--- config.mk ---
export PLATFORM = sky130hd
export DESIGN_NAME = systolic_seq_ctrl_flat
export DESIGN_NICKNAME = d
export VERILOG_FILES = /design/src/rtl/systolic_seq_ctrl_if.sv /design/src/rtl/systolic_seq_ctrl.sv /design/src/flat_wrapper.sv
export SDC_FILE = /design/constraint.sdc
export NUM_CORES = 1
export LEC_CHECK = 0
export CELL_PAD_IN_SITES_DETAIL_PLACEMENT = 1
export CELL_PAD_IN_SITES_GLOBAL_PLACEMENT = 1
export CORE_MARGIN = 4
export CORE_UTILIZATION = 31
export CTS_CLUSTER_DIAMETER = 100
export CTS_CLUSTER_SIZE = 12
export DETAILED_ROUTE_END_ITERATION = 10
export GPL_TIMING_DRIVEN = 0
export PLACE_DENSITY_LB_ADDON = 0.1
export RECOVER_POWER = 50
export SKIP_LAST_GASP = 1
export SLEW_MARGIN = 20
export SYNTH_ARGS = -nofsm -noshare
export SYNTH_HDL_FRONTEND = slang
export SYNTH_SLANG_ARGS = --single-unit
--- constraint.sdc ---
create_clock -name clk -period 2.2 [get_ports clk]
set_clock_uncertainty 0.05 [all_clocks]
set_input_delay 0.22 -clock clk [delete_from_list [all_inputs] [get_ports clk]]
set_output_delay 0.22 -clock clk [all_outputs]
set_load 0.005 [all_outputs]
--- src/rtl/systolic_seq_ctrl_if.sv ---
// Purpose : bundles the sequencer's launch, operand-read, array-feed and result-write signals.
// Latency : none; this interface only carries wires.
// Backpressure: none; operand reads and result writes are strobed, with no ready signal.
// Ports   : master = sequencer side (drives strobes, feeds, status); slave = buffers/array/launcher.
interface systolic_seq_ctrl_if #(
    parameter int N      = 4,
    parameter int DATA_W = 8,
    parameter int ADDR_W = 10,
    parameter int K_W    = 8
);
    logic                   start;
    logic [K_W-1:0]         k_len;
    logic                   busy;
    logic                   done;
    logic                   a_rd_en;
    logic                   b_rd_en;
    logic [ADDR_W-1:0]      a_rd_addr;
    logic [ADDR_W-1:0]      b_rd_addr;
    logic [N*DATA_W-1:0]    a_rd_data;
    logic [N*DATA_W-1:0]    b_rd_data;
    logic [N*DATA_W-1:0]    row_feed;
    logic [N*DATA_W-1:0]    col_feed;
    logic                   arr_clear;
    logic                   res_we;
    logic [$clog2(N)-1:0]   res_row;

    modport master (
        input  start, k_len, a_rd_data, b_rd_data,
        output busy, done, a_rd_en, b_rd_en, a_rd_addr, b_rd_addr,
               row_feed, col_feed, arr_clear, res_we, res_row
    );

    modport slave (
        output start, k_len, a_rd_data, b_rd_data,
        input  busy, done, a_rd_en, b_rd_en, a_rd_addr, b_rd_addr,
               row_feed, col_feed, arr_clear, res_we, res_row
    );
endinterface

--- src/rtl/systolic_seq_ctrl.sv ---
// Purpose : sequences an NxN output-stationary systolic array: clear, skewed operand feed, drain, row writeback.
// Latency : a run of k_len vectors lasts k_len+4N+2 cycles from the accepted start to the done pulse (1 cycle if k_len=0).
// Backpressure: none; start is only sampled in IDLE, and a start while busy is dropped, not queued.
// Ports   : clk, rst_n (async active-low) are plain ports; everything else travels on bus (systolic_seq_ctrl_if.master).
//           Optional macro SYSCTRL_ABORT_EN adds an 'abort' input that forces the run to DONE.
module systolic_seq_ctrl #(
    parameter int N      = 4,
    parameter int DATA_W = 8,
    parameter int ADDR_W = 10,
    parameter int K_W    = 8
) (
    input  logic                clk,
    input  logic                rst_n,
`ifdef SYSCTRL_ABORT_EN
    input  logic                abort,
`endif
    systolic_seq_ctrl_if.master bus
);
    localparam int RW    = $clog2(N);
    localparam int FL_W  = $clog2(3 * N);
    // One counter serves as the fetch address, the flush count and the write row.
    localparam int CNT_W = (K_W > FL_W) ? K_W : FL_W;
    localparam logic [CNT_W-1:0] FL_LAST = CNT_W'(3 * N - 1);
    localparam logic [CNT_W-1:0] WR_LAST = CNT_W'(N - 1);

    typedef enum logic [2:0] {
        S_IDLE,
        S_CLEAR,
        S_FETCH,
        S_FLUSH,
        S_WRITE,
        S_DONE
    } state_t;

    state_t             state_q, state_d;
    logic [CNT_W-1:0]   cnt_q, cnt_d;
    logic [K_W-1:0]     klen_q, klen_d;
    logic               pipe_clr;
    logic               abort_hit;
    logic               vld_q;

    logic [N*DATA_W-1:0] row_w;
    logic [N*DATA_W-1:0] col_w;

`ifdef SYSCTRL_ABORT_EN
    assign abort_hit = abort && (state_q inside {S_CLEAR, S_FETCH, S_FLUSH, S_WRITE});
`else
    assign abort_hit = 1'b0;
`endif

    always_ff @(posedge clk or negedge rst_n) begin
        if (!rst_n) begin
            state_q <= S_IDLE;
            cnt_q   <= '0;
            klen_q  <= '0;
        end else begin
            state_q <= state_d;
            cnt_q   <= cnt_d;
            klen_q  <= klen_d;
        end
    end

    always_comb begin
        state_d  = state_q;
        cnt_d    = cnt_q;
        klen_d   = klen_q;
        pipe_clr = 1'b0;
        case (state_q)
            S_IDLE: begin
                if (bus.start) begin
                    klen_d  = bus.k_len;
                    cnt_d   = '0;
                    // A zero-length product has nothing to clear, fetch or write.
                    state_d = (bus.k_len == '0) ? S_DONE : S_CLEAR;
                end
            end
            S_CLEAR: begin
                cnt_d   = '0;
                state_d = S_FETCH;
            end
            S_FETCH: begin
                // klen_q is nonzero here, so klen_q-1 cannot underflow.
                if (cnt_q == CNT_W'(klen_q - K_W'(1))) begin
                    cnt_d   = '0;
                    state_d = S_FLUSH;
                end else begin
                    cnt_d = cnt_q + CNT_W'(1);
                end
            end
            S_FLUSH: begin
                // 3N cycles covers the N-cycle skew plus the 2N-cycle wavefront across the grid.
                if (cnt_q == FL_LAST) begin
                    cnt_d   = '0;
                    state_d = S_WRITE;
                end else begin
                    cnt_d = cnt_q + CNT_W'(1);
                end
            end
            S_WRITE: begin
                if (cnt_q == WR_LAST) begin
                    cnt_d   = '0;
                    state_d = S_DONE;
                end else begin
                    cnt_d = cnt_q + CNT_W'(1);
                end
            end
            S_DONE: begin
                state_d = S_IDLE;
            end
            default: begin
                state_d = S_IDLE;
            end
        endcase
        if (abort_hit) begin
            state_d  = S_DONE;
            cnt_d    = '0;
            pipe_clr = 1'b1;
        end
    end

    // Buffer data lands the cycle after the read strobe; this flag marks those cycles.
    always_ff @(posedge clk or negedge rst_n) begin
        if (!rst_n) begin
            vld_q <= 1'b0;
        end else if (pipe_clr) begin
            vld_q <= 1'b0;
        end else begin
            vld_q <= (state_q == S_FETCH);
        end
    end

    genvar i;
    generate
        for (i = 0; i < N; i++) begin : g_lane
            logic [DATA_W-1:0] a_in;
            logic [DATA_W-1:0] b_in;
            // Bubbles enter the array as zeros so they add nothing to the accumulators.
            assign a_in = vld_q ? bus.a_rd_data[i*DATA_W +: DATA_W] : '0;
            assign b_in = vld_q ? bus.b_rd_data[i*DATA_W +: DATA_W] : '0;

            if (i == 0) begin : g_direct
                // Lane 0 is unskewed: buffer output passes through the valid gate only.
                assign row_w[DATA_W-1:0] = a_in;
                assign col_w[DATA_W-1:0] = b_in;
            end else begin : g_skew
                logic [DATA_W-1:0] a_sr [i];
                logic [DATA_W-1:0] b_sr [i];

                always_ff @(posedge clk or negedge rst_n) begin
                    if (!rst_n) begin
                        for (int j = 0; j < i; j++) begin
                            a_sr[j] <= '0;
                            b_sr[j] <= '0;
                        end
                    end else if (pipe_clr) begin
                        for (int j = 0; j < i; j++) begin
                            a_sr[j] <= '0;
                            b_sr[j] <= '0;
                        end
                    end else begin
                        a_sr[0] <= a_in;
                        b_sr[0] <= b_in;
                        for (int j = 1; j < i; j++) begin
                            a_sr[j] <= a_sr[j-1];
                            b_sr[j] <= b_sr[j-1];
                        end
                    end
                end

                assign row_w[i*DATA_W +: DATA_W] = a_sr[i-1];
                assign col_w[i*DATA_W +: DATA_W] = b_sr[i-1];
            end
        end
    endgenerate

    // Control outputs decode the state register only; no input reaches them combinationally.
    assign bus.busy      = (state_q != S_IDLE);
    assign bus.done      = (state_q == S_DONE);
    assign bus.arr_clear = (state_q == S_CLEAR);
    assign bus.a_rd_en   = (state_q == S_FETCH);
    assign bus.b_rd_en   = (state_q == S_FETCH);
    assign bus.a_rd_addr = (state_q == S_FETCH) ? ADDR_W'(cnt_q) : '0;
    assign bus.b_rd_addr = (state_q == S_FETCH) ? ADDR_W'(cnt_q) : '0;
    assign bus.res_we    = (state_q == S_WRITE);
    assign bus.res_row   = (state_q == S_WRITE) ? cnt_q[RW-1:0] : '0;
    assign bus.row_feed  = row_w;
    assign bus.col_feed  = col_w;
endmodule

--- src/flat_wrapper.sv ---
// flat-port wrapper written by rule: the top's interface ports become plain ports
module systolic_seq_ctrl_flat 
#(
    parameter int N      = 4,
    parameter int DATA_W = 8,
    parameter int ADDR_W = 10,
    parameter int K_W    = 8
)
  (clk, rst_n, bus_start, bus_k_len, bus_a_rd_data, bus_b_rd_data, bus_busy, bus_done, bus_a_rd_en, bus_b_rd_en, bus_a_rd_addr, bus_b_rd_addr, bus_row_feed, bus_col_feed, bus_arr_clear, bus_res_we, bus_res_row);
  systolic_seq_ctrl_if #(.N(N), .DATA_W(DATA_W), .ADDR_W(ADDR_W), .K_W(K_W)) bus_i ();
  input  logic clk;
  input  logic rst_n;
  input wire logic [$bits(bus_i.start)-1:0] bus_start;
  input wire logic [$bits(bus_i.k_len)-1:0] bus_k_len;
  input wire logic [$bits(bus_i.a_rd_data)-1:0] bus_a_rd_data;
  input wire logic [$bits(bus_i.b_rd_data)-1:0] bus_b_rd_data;
  output wire logic [$bits(bus_i.busy)-1:0] bus_busy;
  output wire logic [$bits(bus_i.done)-1:0] bus_done;
  output wire logic [$bits(bus_i.a_rd_en)-1:0] bus_a_rd_en;
  output wire logic [$bits(bus_i.b_rd_en)-1:0] bus_b_rd_en;
  output wire logic [$bits(bus_i.a_rd_addr)-1:0] bus_a_rd_addr;
  output wire logic [$bits(bus_i.b_rd_addr)-1:0] bus_b_rd_addr;
  output wire logic [$bits(bus_i.row_feed)-1:0] bus_row_feed;
  output wire logic [$bits(bus_i.col_feed)-1:0] bus_col_feed;
  output wire logic [$bits(bus_i.arr_clear)-1:0] bus_arr_clear;
  output wire logic [$bits(bus_i.res_we)-1:0] bus_res_we;
  output wire logic [$bits(bus_i.res_row)-1:0] bus_res_row;
  assign bus_i.start = bus_start;
  assign bus_i.k_len = bus_k_len;
  assign bus_i.a_rd_data = bus_a_rd_data;
  assign bus_i.b_rd_data = bus_b_rd_data;
  assign bus_busy = bus_i.busy;
  assign bus_done = bus_i.done;
  assign bus_a_rd_en = bus_i.a_rd_en;
  assign bus_b_rd_en = bus_i.b_rd_en;
  assign bus_a_rd_addr = bus_i.a_rd_addr;
  assign bus_b_rd_addr = bus_i.b_rd_addr;
  assign bus_row_feed = bus_i.row_feed;
  assign bus_col_feed = bus_i.col_feed;
  assign bus_arr_clear = bus_i.arr_clear;
  assign bus_res_we = bus_i.res_we;
  assign bus_res_row = bus_i.res_row;
  systolic_seq_ctrl #(.N(N), .DATA_W(DATA_W), .ADDR_W(ADDR_W), .K_W(K_W)) u_core (.clk(clk), .rst_n(rst_n), .bus(bus_i));
endmodule
==> results of run 1 <==
worst max-delay path: stages, from the launching register on:
cell and delay, ps:
dfrtp_2 430, or4_4 540, o221ai_2 190, o311ai_2 130
o211a_1 240, o211ai_2 220, buf_6 150, a21boi_2 140
a21o_1 90
synthesized netlist by cell type (3+ instances only):
master | n | area [sq um]
xor2_1 | 3 | 26.3
nor2b_1 | 4 | 25.0
buf_4 | 45 | 338
inv_1 | 7 | 26.3
nor2_1 | 11 | 41.3
a21oi_1 | 3 | 15.0
and3_1 | 10 | 62.6
o21ai_0 | 12 | 60.1
nand3_1 | 6 | 30.0
mux2_2 | 7 | 78.8
xnor2_1 | 5 | 43.8
and2_1 | 66 | 413
dfrtp_1 | 116 | 2900
or3_1 | 4 | 25.0
clkbuf_1 | 12 | 45.0
nand2_1 | 16 | 60.1
what timing repair did:
action / 4_1_cts / 5_1_grt
hold buffers: 1 / 0
pin swaps: 2 / 2
setup endpoints to repair: 43 / 19
gates cloned: 1 / 0
hold endpoints to repair: 69 / 0
gates resized for setup: 21 / 17
buffers inserted: 6 / 4
cells by family after synthesis:
| group | Yosys count |
|---|---|
| other cells | 1 |
| simple gates | 131 |
| xor+xnor | 8 |
| fa+ha+maj | 2 |
| mux | 9 |
| buf+inv | 66 |
| flops | 116 |
| compound gates | 28 |
area by class of cell:
class | instances | share of cell area (%)
Inverter | 7 | 0.370
Clock inverter | 11 | 1.43
Multi-Input combinational cell | 182 | 17.5
Buffer | 55 | 5.44
Clock buffer | 20 | 6.57
Timing Repair Buffer | 175 | 24.6
Sequential cell | 116 | 40.9
Tap cell | 180 | 3.17
power by group through the flow:
stage	Sequential, W	Clock, W	Combinational [W]
after CTS	0.00297	0.00267	0.00249
after global placement	0.00293	0	0.00227
final	0.00295	0.00260	0.00254
after global routing	0.00302	0.00278	0.00281
after detailed placement	0.00295	0	0.00232
after floorplan	0.00287	0	0.00120
cells in the final DEF, fill, tap and decap left out, drive strengths merged, types with 3 or more instances in the layout:
cell type / n
buf: 58
clkbuf: 30
o21ai: 12
conb: 4
and2: 67
dfrtp: 116
clkinvlp: 4
xor2: 3
mux2: 7
and3: 10
nand3: 6
a21o: 3
nand2: 16
a21oi: 3
clkdlybuf4s50: 156
clkinv: 3
xnor2: 5
dlymetal6s2s: 5
nor2: 11
inv: 10
nor2b: 4
or3: 4
through the flow:
step	std cells	setup WS [ps]	instance area [sq um]	hold WS (ps)	TNS, ps
finish	746	-36.0	7110	295	-94.5
global route	746	-170	7110	300	-2300
CTS	743	-70.1	7040	296	-269
detailed placement	707	-217	6360	218	-1310
global placement	706	-3530	6330	281	-408660
floorplan	364	104	4490	-126	0
path summary, 6_finish.rpt:
kind / startpoint / cells past startpoint / slack (ps) / to
max in group asynchronous: rst_n / 2 / 450 / u_core.g_lane[3].g_skew.b_sr[20]
setup reg to reg: u_core.klen_q[0] / 8 / -40 / u_core.cnt_q[6]
min in group asynchronous: rst_n / 2 / 710 / u_core.bus.row_feed[19]
setup / recovery: u_core.klen_q[0] / 8 / -40 / u_core.cnt_q[6]
hold / removal: u_core.g_lane[2].g_skew.b_sr[10] / 0 / 290 / u_core.bus.col_feed[18]
hold reg to reg: u_core.g_lane[2].g_skew.b_sr[10] / 0 / 290 / u_core.bus.col_feed[18]
metal layers:
layer | wire [microns] | track usage, % | vias up
li1 | - | - | 1507
met5 | 13 | 0 | -
met3 | 1410 | 9.21 | 16
met4 | 156 | 5.12 | 2
met2 | 5470 | 23.2 | 122
met1 | 4370 | 16.2 | 1583
registers in the layout, summed over array words and instances, names as in the netlist:
register	flops
u_core.bus.col_feed	16
u_core.klen_q	8
u_core.g_lane.g_skew.b_sr	32
u_core.vld_q	1
u_core.state_q	3
u_core.bus.row_feed	16
u_core.g_lane.g_skew.a_sr	32
u_core.cnt_q	8
==> impl_metrics.py, run 1 <==
metrics = {
    "timing": {
        "hold_viol": 0,
        "maxSlewViolCount": 70,
        "min_period_ps": 2240,
        "rsz0062_at_grt": "yes",
        "fin_crit_sh_pct": 102,
        "final.setup.worst_slack_ps": -36.0,
        "relSlewSlack_pct": -3.43,
        "fmax_mhz": 447,
        "setup_viol": 6,
        "tightestPinTransition_ps": 1550,
    },
    "synthesis": {
        "synth-edff-count": 0,
        "synth_compound_area_share_pct": 4.22,
        "avgSynthCellArea_sq_um": 12.4,
        "ys_ff_latch": 116,
        "synthCells": 361,
        "synth_seq_area_share_pct": 64.9,
        "synth-xor-area-share_pct": 1.57,
        "synth_adder_area_share_pct": 0.560,
        "synthArstFlopShare_pct": 100,
        "netlist_area_sq_mm": 0.00447,
        "muxShareOfSynthArea_pct": 2.21,
        "yosysWarningCount": 0,
        "ys_types": 43,
        "yosys.area_share.simple_pct": 16.9,
        "synth_top_family_by_area": "simple AND/OR/NAND/NOR gates",
        "synth_flop_cell": "dfrtp_1",
    },
    "power_and_ir_drop": {
        "power_frac_clock_pct": 32.2,
        "seqPwrFrac_pct": 36.5,
        "switching_share_pct": 28.2,
        "p_int_w": 0.00581,
        "p_leak_nw": 3.39,
        "p_sw_w": 0.00228,
        "power_frac_comb_pct": 31.4,
        "peakVddDrop_uv": 540,
        "p_per_area_mw_per_mm2": 1140,
        "total_power_w": 0.00809,
    },
    "clocking": {
        "ctsRootBufferMaster": "clkbuf_16",
        "cts_tree": "yes",
        "clock_latency_ps": 410,
        "cts_buffers": 17,
        "cts.sinks": 116,
        "htreeDepth": 4,
        "clkSlewWorstSetupHoldPaths_ps": 60,
        "clockBufferDepth": 2,
    },
    "layout": {
        "drive_gt1_share_pct": 21.9,
        "multi_input_area_sq_mm": 0.00124,
        "seq_area_sq_mm": 0.00291,
        "n_antenna_cell": 0,
        "nets": 631,
        "synthToLayoutAreaGrowth_pct": 59.0,
        "fill_cells": 1459,
        "fin_util_pct": 50.8,
    },
    "floorplan": {
        "ioPinCount": 167,
        "die_w_microns": 128,
        "core_sq_mm": 0.0140,
        "start_util_pct": 32.0,
        "die_y_microns": 128,
        "rows": 43,
        "dieArea_sq_mm": 0.0164,
    },
    "detailed_routing": {
        "ant_nets": 0,
        "via_count": 3230,
        "drtPass1Iterations": 4,
        "drcViolationCount": 0,
        "first_iter_violations": 86,
        "drt-total-wl_microns": 11400,
        "post_drt_wl_per_cell_microns": 15.3,
        "via_per_inst": 4.33,
    },
    "grt": {
        "overflow": 0,
        "antenna_found_initial": 1,
        "grt_pass1_vias": 3560,
        "track_usage_pct": 14.7,
        "grt_start_max_net_pins": 71,
        "grt_pass1_wl_microns": 18600,
    },
    "place": {
        "gp_congestion": 0.814,
        "dp_hpwl_microns": 8270,
        "port_buffers": 162,
    },
    "critical_path": {
        "worst_setup_path_end_kind": "flop",
        "required_ps": 2500,
        "worstPathArrival_ps": 2530,
        "worstSetupPathType": "reg2reg",
        "cp-start-kind": "flop",
        "cp_max_fo": 5,
    },
    "status": {
        "violations": "capacitance limit, slew limit, setup timing",
        "status": "finished with violations",
    },
    "run": {
        "drv_cap": 1,
    },
    "hold_path": {
        "hold_path_class": "reg2reg",
    },
}
Note: power is estimated with default switching activity, not from simulation.
==> run 2: changes to the inputs <==
- GPL_ROUTABILITY_DRIVEN: unset -> 1
- PLACE_DENSITY: unset -> 0.83
- PLACE_DENSITY_LB_ADDON: 0.1 -> unset
==> run 2 against run 1 <==
Net effect:
- critical path type unchanged
- largest cell class unchanged
- routed wire length up 5.5%
- the flow finishes with violations (setup timing)
- flip-flop and latch count stayed put
- count of clock-buffer cells in the layout did not move
- critical path depth unchanged
==> impl_metrics.py, run 2 (synthesized netlist as in run 1, its figures left out) <==
metrics = {
    "floorplan": {
        "dieArea_sq_mm": 0.0164,
        "start_util_pct": 32.0,
        "rows": 43,
        "die_y_microns": 128,
        "core_sq_mm": 0.0140,
        "ioPinCount": 167,
        "die_w_microns": 128,
    },
    "timing": {
        "rsz0062_at_grt": "yes",
        "final.setup.worst_slack_ps": -102,
        "tightestPinTransition_ps": 1190,
        "fin_crit_sh_pct": 105,
        "hold_viol": 0,
        "maxSlewViolCount": 0,
        "relSlewSlack_pct": 20.8,
        "fmax_mhz": 434,
        "min_period_ps": 2300,
        "setup_viol": 8,
        "tns_ps": -323,
    },
    "grt": {
        "grt_pass1_wl_microns": 19100,
        "antenna_found_initial": 0,
        "grt_start_max_net_pins": 69,
        "grt_pass1_vias": 3645,
        "track_usage_pct": 15.1,
        "overflow": 0,
    },
    "detailed_routing": {
        "drcViolationCount": 0,
        "ant_nets": 0,
        "drtPass1Iterations": 4,
        "drt-total-wl_microns": 12000,
        "via_per_inst": 4.38,
        "via_count": 3259,
        "post_drt_wl_per_cell_microns": 16.2,
        "first_iter_violations": 109,
    },
    "run": {
        "drv_cap": 0,
    },
    "status": {
        "violations": "setup timing",
        "status": "finished with violations",
    },
    "clocking": {
        "clock_latency_ps": 400,
        "htreeDepth": 4,
        "ctsRootBufferMaster": "clkbuf_16",
        "clkSlewWorstSetupHoldPaths_ps": 50,
        "clockBufferDepth": 2,
        "cts.sinks": 116,
        "cts_buffers": 17,
        "cts_tree": "yes",
    },
    "hold_path": {
        "whs_path_depth": 0,
        "hold_path_class": "reg2reg",
    },
    "layout": {
        "multi_input_area_sq_mm": 0.00127,
        "top_regs": "u_core.g_lane.g_skew.a_sr x32, u_core.g_lane.g_skew.b_sr x32",
        "drive_gt1_share_pct": 23.0,
        "nets": 630,
        "n_antenna_cell": 0,
        "layout_common_cells": "157 x clkdlybuf4s50_1, 110 x dfrtp_1, 54 x and2_1",
        "fill_cells": 1469,
        "layout_commonest_cell": "clkdlybuf4s50_1",
        "seq_area_sq_mm": 0.00291,
        "synthToLayoutAreaGrowth_pct": 59.9,
    },
    "critical_path": {
        "required_ps": 2480,
        "worstSetupPathType": "reg2reg",
        "worstPathArrival_ps": 2580,
        "worst_setup_path_end_kind": "flop",
        "cp-start-kind": "flop",
        "cp_max_fo": 5,
        "r2r_cells": 8,
    },
    "power_and_ir_drop": {
        "p_leak_nw": 3.39,
        "p_per_area_mw_per_mm2": 1170,
        "total_power_w": 0.00836,
        "peakVddDrop_uv": 512,
    },
    "place": {
        "dp_hpwl_microns": 8520,
        "port_buffers": 162,
        "gp_congestion": 0.830,
    },
}
## run 2: layout make-up
class | count | area share (%)
Clock buffer | 20 | 6.39
Multi-Input combinational cell | 182 | 17.8
Sequential cell | 116 | 40.7
Clock inverter | 10 | 1.85
Buffer | 56 | 5.51
Timing Repair Buffer | 173 | 24.2
Inverter | 7 | 0.367
Tap cell | 180 | 3.15
## run 2: metrics by stage
stage               hold slack [ps]  instance area, sq um  instances  util (%)  setup slack [ps]
finish                          295                  7150        744      51.1              -102
global route                    301                  7150        744      51.1              -231
CTS                             282                  7070        743      50.6              -110
detailed placement              146                  6360        707      45.5              -158
global placement                282                  6330        706      45.3             -3300
floorplan                      -126                  4490        364         -               104
## run 2: path summary, 6_finish.rpt
check                                                start                                to  slack (ps)
max                                       u_core.klen_q[0]                   u_core.cnt_q[6]        -100
min                        u_core.g_lane[2].g_skew.b_sr[9]           u_core.bus.col_feed[17]         300
max reg2reg                               u_core.klen_q[0]                   u_core.cnt_q[6]        -100
min reg2reg                u_core.g_lane[2].g_skew.b_sr[9]           u_core.bus.col_feed[17]         300
max in group asynchronous                            rst_n                  u_core.klen_q[1]         340
min in group asynchronous                            rst_n  u_core.g_lane[3].g_skew.b_sr[21]         560
## run 2: repair_timing
action	CTS	global route
endpoints found under the hold margin	48	0
endpoints found under the setup margin	44	28
cloned	1	0
hold buffers	1	0
setup buffers	6	2
pin swaps	8	6
resized for setup	21	29
## run 2: critical path, cell delays in order (launching register included)
cell and delay (ps):
dfrtp_2 430, or4_4 540, o221ai_2 190, o311ai_2 120
o211a_1 270, o211ai_4 230, buf_6 160, a21boi_2 150
a21o_1 100
## run 2: power breakdown
group	switching [W]	total, W	internal (W)
registers	0.000338	0.00299	0.00265
logic	0.00107	0.00263	0.00157
clock network	0.000914	0.00273	0.00182
## run 2: metal layers
metal	track usage, %	up-vias	wire [microns]
met4	5.81	0	168
met5	0	-	0
met1	15.5	1612	4270
li1	-	1505	-
met2	27.0	126	6590
met3	6.83	16	1020
==> patch 1 (settings of run 2) <==
`ADDR_W` is set to 10 in 3 places; all go to 8.
--- a/src/rtl/systolic_seq_ctrl_if.sv
+++ b/src/rtl/systolic_seq_ctrl_if.sv
@@ -5,7 +5,7 @@
 interface systolic_seq_ctrl_if #(
     parameter int N      = 4,
     parameter int DATA_W = 8,
-    parameter int ADDR_W = 10,
+    parameter int ADDR_W = 8,
     parameter int K_W    = 8
 );
     logic                   start;
--- a/src/rtl/systolic_seq_ctrl.sv
+++ b/src/rtl/systolic_seq_ctrl.sv
@@ -6,7 +6,7 @@
 module systolic_seq_ctrl #(
     parameter int N      = 4,
     parameter int DATA_W = 8,
-    parameter int ADDR_W = 10,
+    parameter int ADDR_W = 8,
     parameter int K_W    = 8
 ) (
     input  logic                clk,
--- a/src/flat_wrapper.sv
+++ b/src/flat_wrapper.sv
@@ -3,7 +3,7 @@
 #(
     parameter int N      = 4,
     parameter int DATA_W = 8,
-    parameter int ADDR_W = 10,
+    parameter int ADDR_W = 8,
     parameter int K_W    = 8
 )
   (clk, rst_n, bus_start, bus_k_len, bus_a_rd_data, bus_b_rd_data, bus_busy, bus_done, bus_a_rd_en, bus_b_rd_en, bus_a_rd_addr, bus_b_rd_addr, bus_row_feed, bus_col_feed, bus_arr_clear, bus_res_we, bus_res_row);
Interface: changed (resized bus_a_rd_addr and bus_b_rd_addr); port bits go from 167 to 163. No check against the original RTL was run, so the function may have changed too.
==> patch 1 against run 2 <==
  * The run still ends with negative setup slack left
  * Cell area is 0.93% higher
  * Setup slack improved by 0.017 ns
  * Critical path depth did not move
  * Combinational power is 7.6% higher
  * Synthesized area fell by 0.76%
  * Sequential cell count stayed put
  * Sequential power barely moved
  * Total power grew 3.0%
  * Wire length increased by 0.83%
  * Highest routed layer unchanged
==> patch 1: results <==
group,metric,value,unit
placement,dp_hpwl,8460,µm
routing,postRouteAntennaNets,0,
sta,setup_viol_count_final,7,
power,p_leak,3.46,nW
sta,relSlewSlack,14.5,%
placement,io_buffers,162,
clock_network,clk_pin_slew,0.05,ns
logic_synthesis,synth_nets,433,
placement,pre_cts_ws,-0.193,ns
final_layout,diodes,0,
placement,place_area,0.00632,mm²
routing,wl,12100,µm
logic_synthesis,synth_common_cells,"dfrtp_1 (116), and2_1 (66), buf_4 (41), nand2_1 (16)",
clock_network,htree_levels,4,
power,irDropWorstVdd,0.000593,V
min_path,hp-class,"register to register",
clock_network,worstSkewPairLatency,0.41,ns
logic_synthesis,synth_enable_flop_cells,0,
logic_synthesis,synth_cell_type_count,42,
final_layout,largestRegisters,"u_core.g_lane.g_skew.a_sr x32, u_core.g_lane.g_skew.b_sr x32",
final_layout,nets,629,
global_routing,antenna_found_initial,0,
placement,place_congestion,0.835,
final_layout,drive_above_1_share,24.5,%
routing,via_per_inst,4.40,
clock_network,cts-root-buf,"clkbuf_16",
worst_setup_path,crit_fanout,5,
clock_network,clk_path_buf_depth,2,
global_routing,grt_use_total,15.7,%
sta,fin_ws,-0.0854,ns
outcome,status,"finished with violations",
logic_synthesis,synth.top_cells.by_area,"dfrtp_1 (65%), and2_1 (9.3%), buf_4 (6.9%)",
worst_setup_path,cp.arrival,2.58,ns
logic_synthesis,synth_xor_area_share,1.58,%
routing,dr.pass1.iters,4,
logic_synthesis,synth_compound_area_share,4.26,%
logic_synthesis,muxShareOfSynthArea,2.23,%
global_routing,grt-ovfl-total,0,
outcome,violations,"negative setup slack",
logic_synthesis,synth_seq_area_share,65.4,%
logic_synthesis,synth_fa_ha_area_share,0.564,%
global_routing,grt_max_degree,66,
logic_synthesis,ys_warn_count,0,
routing,drtIter0Drc,165,
global_routing,grt_pass1_wl,19600,µm
global_routing,grt_pass1_vias,3752,
clock_network,cts_buffers,17,
==> patch 1: cell types whose count changed after synthesis <==
| cell | delta |
|---|---|
| buf_4 | -4 |
| conb_1 | -1 |
==> patch 1: repair_timing <==
item                                   4_1_cts  5_1_grt
setup endpoints to repair                   43       23
cloned                                       1        0
buffers inserted                            12        4
endpoints found under the hold margin       51        0
gates resized for setup                     33       25
hold buffers                                 1        0
pin swaps                                   10        6
==> patch 1: worst paths after layout <==
path | start | endpoint | slack (ns) | cells past startpoint
min in group asynchronous | rst_n | u_core.g_lane[3].g_skew.b_sr[9]$_DFF_PN0_ | 0.58 | 2
max | u_core.klen_q[0]$_DFFE_PN0P_ | u_core.cnt_q[6]$_DFFE_PN0P_ | -0.09 | 8
min reg2reg | u_core.g_lane[3].g_skew.b_sr[11]$_DFF_PN0_ | u_core.bus.col_feed[27]$_DFF_PN0_ | 0.29 | 0
max in group asynchronous | rst_n | u_core.klen_q[2]$_DFFE_PN0P_ | 0.32 | 3
min | u_core.g_lane[3].g_skew.b_sr[11]$_DFF_PN0_ | u_core.bus.col_feed[27]$_DFF_PN0_ | 0.29 | 0
max reg2reg | u_core.klen_q[0]$_DFFE_PN0P_ | u_core.cnt_q[6]$_DFFE_PN0P_ | -0.09 | 8
==> patch 1: cells by family (layout without fill, tap and decap cells) <==
logic type | Yosys count | in the layout
xor+xnor | 8 | 8
compound gates | 28 | 28
simple gates | 131 | 131
mux | 9 | 9
buf+inv | 62 | 270
flops | 116 | 116
fa+ha+maj | 2 | 2
==> patch 1: area by class of cell <==
type                    count  area, µm²
fillers                  1421       6720
flip-flops and latches    116       2910
repair buffers            181       1790
multi-input cells         178       1310
clock buffers              22        474
plain buffers              51        362
well taps                 180        225
clock inverters             9        126
inverters                   7       26.3
==> patch 1: power breakdown <==
group	leakage, nW	total [W]	internal, W	switching, W
Combinational	1.60	0.00283	0.00168	0.00115
Sequential	1.56	0.00300	0.00265	0.000344
Clock	0.296	0.00278	0.00186	0.000923
Total	3.46	0.00861	0.00619	0.00242
==> patch 1: metal layers <==
layer  GRT usage [%]  up-vias  share of wire (%)
li1                -     1510                  -
met1            15.3     1629                 34
met2            28.5      120                 55
met3            8.04       17                9.4
met4            5.24        0                1.3
met5               0        -                  0
==> patch 1: critical path, cell delays in order (launching register included) <==
cell and delay (ns):
dfrtp_2 0.42, or4_4 0.54, o221ai_2 0.19, o311ai_2 0.12, o211a_1 0.28, o211ai_4 0.23
buf_6 0.15, a21boi_2 0.14, a21o_1 0.09
==> patch 1: stage by stage <==
step	hold slack [ns]	setup TNS (ns)	cells
after floorplan	-0.126	0	356
after global placement	0.281	-381.14	698
after detailed placement	0.148	-1.36	699
after CTS	0.273	-0.333	741
after global routing	0.303	-3.77	744
final	0.292	-0.344	744
==> patch 2 (settings of run 2) <==
Made on the original files. Encoding of `state_t`: now one-hot (6 bits for 6 states).
--- a/src/rtl/systolic_seq_ctrl.sv
+++ b/src/rtl/systolic_seq_ctrl.sv
@@ -23,13 +23,13 @@
     localparam logic [CNT_W-1:0] FL_LAST = CNT_W'(3 * N - 1);
     localparam logic [CNT_W-1:0] WR_LAST = CNT_W'(N - 1);
 
-    typedef enum logic [2:0] {
-        S_IDLE,
-        S_CLEAR,
-        S_FETCH,
-        S_FLUSH,
-        S_WRITE,
-        S_DONE
+    typedef enum logic [5:0] {
+        S_IDLE  = 6'b000001,
+        S_CLEAR = 6'b000010,
+        S_FETCH = 6'b000100,
+        S_FLUSH = 6'b001000,
+        S_WRITE = 6'b010000,
+        S_DONE  = 6'b100000
     } state_t;
 
     state_t             state_q, state_d;
Behaviour: same outputs for any inputs over 10 cycles, from zero or initial values and one cycle with rst_n low; not proved beyond that.
==> patch 2 against run 2 <==
  * The run still ends with negative setup slack left
  * Sequential cell count is 3 higher
  * Synthesized area increased by 7.0%
  * Cell area is 9.4% higher
  * First-iteration DRC count increased by 19%
  * Setup slack gained 0.029 ns
  * Total power down 6.2%
  * Wire length grew 14%
  * Final cell count is 6.3% higher
  * Hold slack better by 0.00081 ns
  * Highest routed layer unchanged
==> patch 2: results <==
group,metric,value,unit
outcome,status,"finished with violations",
outcome,violations,"negative setup slack",
global_routing,grt_use_total,15.9,%
worst_setup_path,worstSetupStartpoint,"u_core.state_q[1]$_DFFE_PN0P_",
min_path,hp-start,"u_core.g_lane[2].g_skew.a_sr[9]$_DFF_PN0_",
sta,tightest_slew,1.35,ns
worst_setup_path,crit_fanout,4,
placement,place_area,0.00668,mm²
placement,pre_cts_ws,-0.602,ns
clock_network,post-cts-setup-buffer-count,23,
final_layout,drive_above_1_share,32.3,%
global_routing,grt_pass1_vias,4067,
logic_synthesis,synth_fa_ha_area_share,0.523,%
logic_synthesis,synth_cell_type_count,60,
global_routing,grt_pass1_wl,21700,µm
logic_synthesis,synth.top_cells.by_area,"dfrtp_1 (62%), and2_1 (9.5%), buf_4 (7.2%)",
final_layout,nets,667,
logic_synthesis,synth_common_cells,"dfrtp_1 (118), and2_1 (73), buf_4 (46), nand2_1 (12)",
sta,fin_ws,-0.0727,ns
placement,place_congestion,0.783,
power,irDropWorstVdd,0.000533,V
routing,vias,3526,
logic_synthesis,synth_xor_area_share,2.69,%
logic_synthesis,muxShareOfSynthArea,2.09,%
sta,setup_viol_count_final,10,
routing,wl,13700,µm
-- patch 2: changes by cell type in the layout (fill, tap and decap cells not counted), moves of 4 or more --
cell	run 2	this run
nand2_1	15	10
and2_4	0	10
clkdlybuf4s50_1	157	137
o21ai_0	9	4
buf_4	52	57
clkbuf_8	2	6
and2_1	54	40
buf_6	3	34
inv_1	4	9
and2_0	13	24
-- patch 2: per-layer routing --
layer / vias up / wire, µm / track usage, %
li1: 1611 / - / -
met1: 1761 / 4770 / 16.3
met2: 129 / 7730 / 29.5
met3: 25 / 886 / 5.53
met4: 0 / 303 / 6.52
met5: - / 0 / 0
-- patch 2: logic make-up (layout without fill, tap and decap cells) --
| kind of cell | count (synthesis) | in the layout |
|---|---|---|
| multiplexers | 9 | 9 |
| other | 1 | 4 |
| buffers and inverters | 68 | 293 |
| flip-flops | 119 | 119 |
| AO/OA/AOI/OAI | 32 | 32 |
| XOR/XNOR | 13 | 13 |
| adder cells (fa/ha/maj) | 2 | 2 |
| AND/OR/NAND/NOR | 131 | 131 |
-- patch 2: worst reg2reg max path: cells and delay by family (launching register included) --
| family | cells | cell delay [ns] |
|---|---|---|
| flops | 1 | 0.47 |
| buf+inv | 2 | 0.34 |
| simple gates | 3 | 0.65 |
| compound gates | 3 | 0.64 |
-- patch 2: layout make-up --
type,instances,area [µm²]
fill,1550,7320
sequential,119,2990
timing repair buffer,196,1960
multi-input combinational,191,1530
clock buffer,22,474
buffer,54,448
tap,188,235
clock inverter,10,143
inverter,11,41.3
-- patch 2: worst paths after layout --
path                                                endpoint  slack, ns  cells past startpoint
max                                           bus_res_row[0]      -0.07                      6
max in group asynchronous        u_core.cnt_q[1]$_DFFE_PN0P_       0.51                      3
min in group asynchronous  u_core.bus.col_feed[20]$_DFF_PN0_       0.63                      2
min reg2reg                u_core.bus.row_feed[17]$_DFF_PN0_       0.30                      0
max reg2reg                      u_core.cnt_q[7]$_DFFE_PN0P_      -0.03                      8
min                        u_core.bus.row_feed[17]$_DFF_PN0_       0.30                      0
-- patch 2: through the flow --
step	total power, W	instances	setup TNS [ns]	hold WS [ns]
after floorplan	0.00365	378	0	-0.126
after global placement	0.00432	728	-425.24	0.281
after detailed placement	0.00442	729	-12.31	0.147
after CTS	0.00772	785	-1.12	0.278
after global routing	0.00824	791	-2.91	0.300
final	0.00784	791	-0.293	0.296
-- patch 2: power by group through the flow --
stage,combinational [W],sequential [W],clock (W)
after detailed placement,0.00165,0.00277,0
after global placement,0.00157,0.00274,0
after floorplan,0.000961,0.00269,0
after CTS,0.00200,0.00278,0.00294
after global routing,0.00236,0.00282,0.00305
final,0.00218,0.00278,0.00287
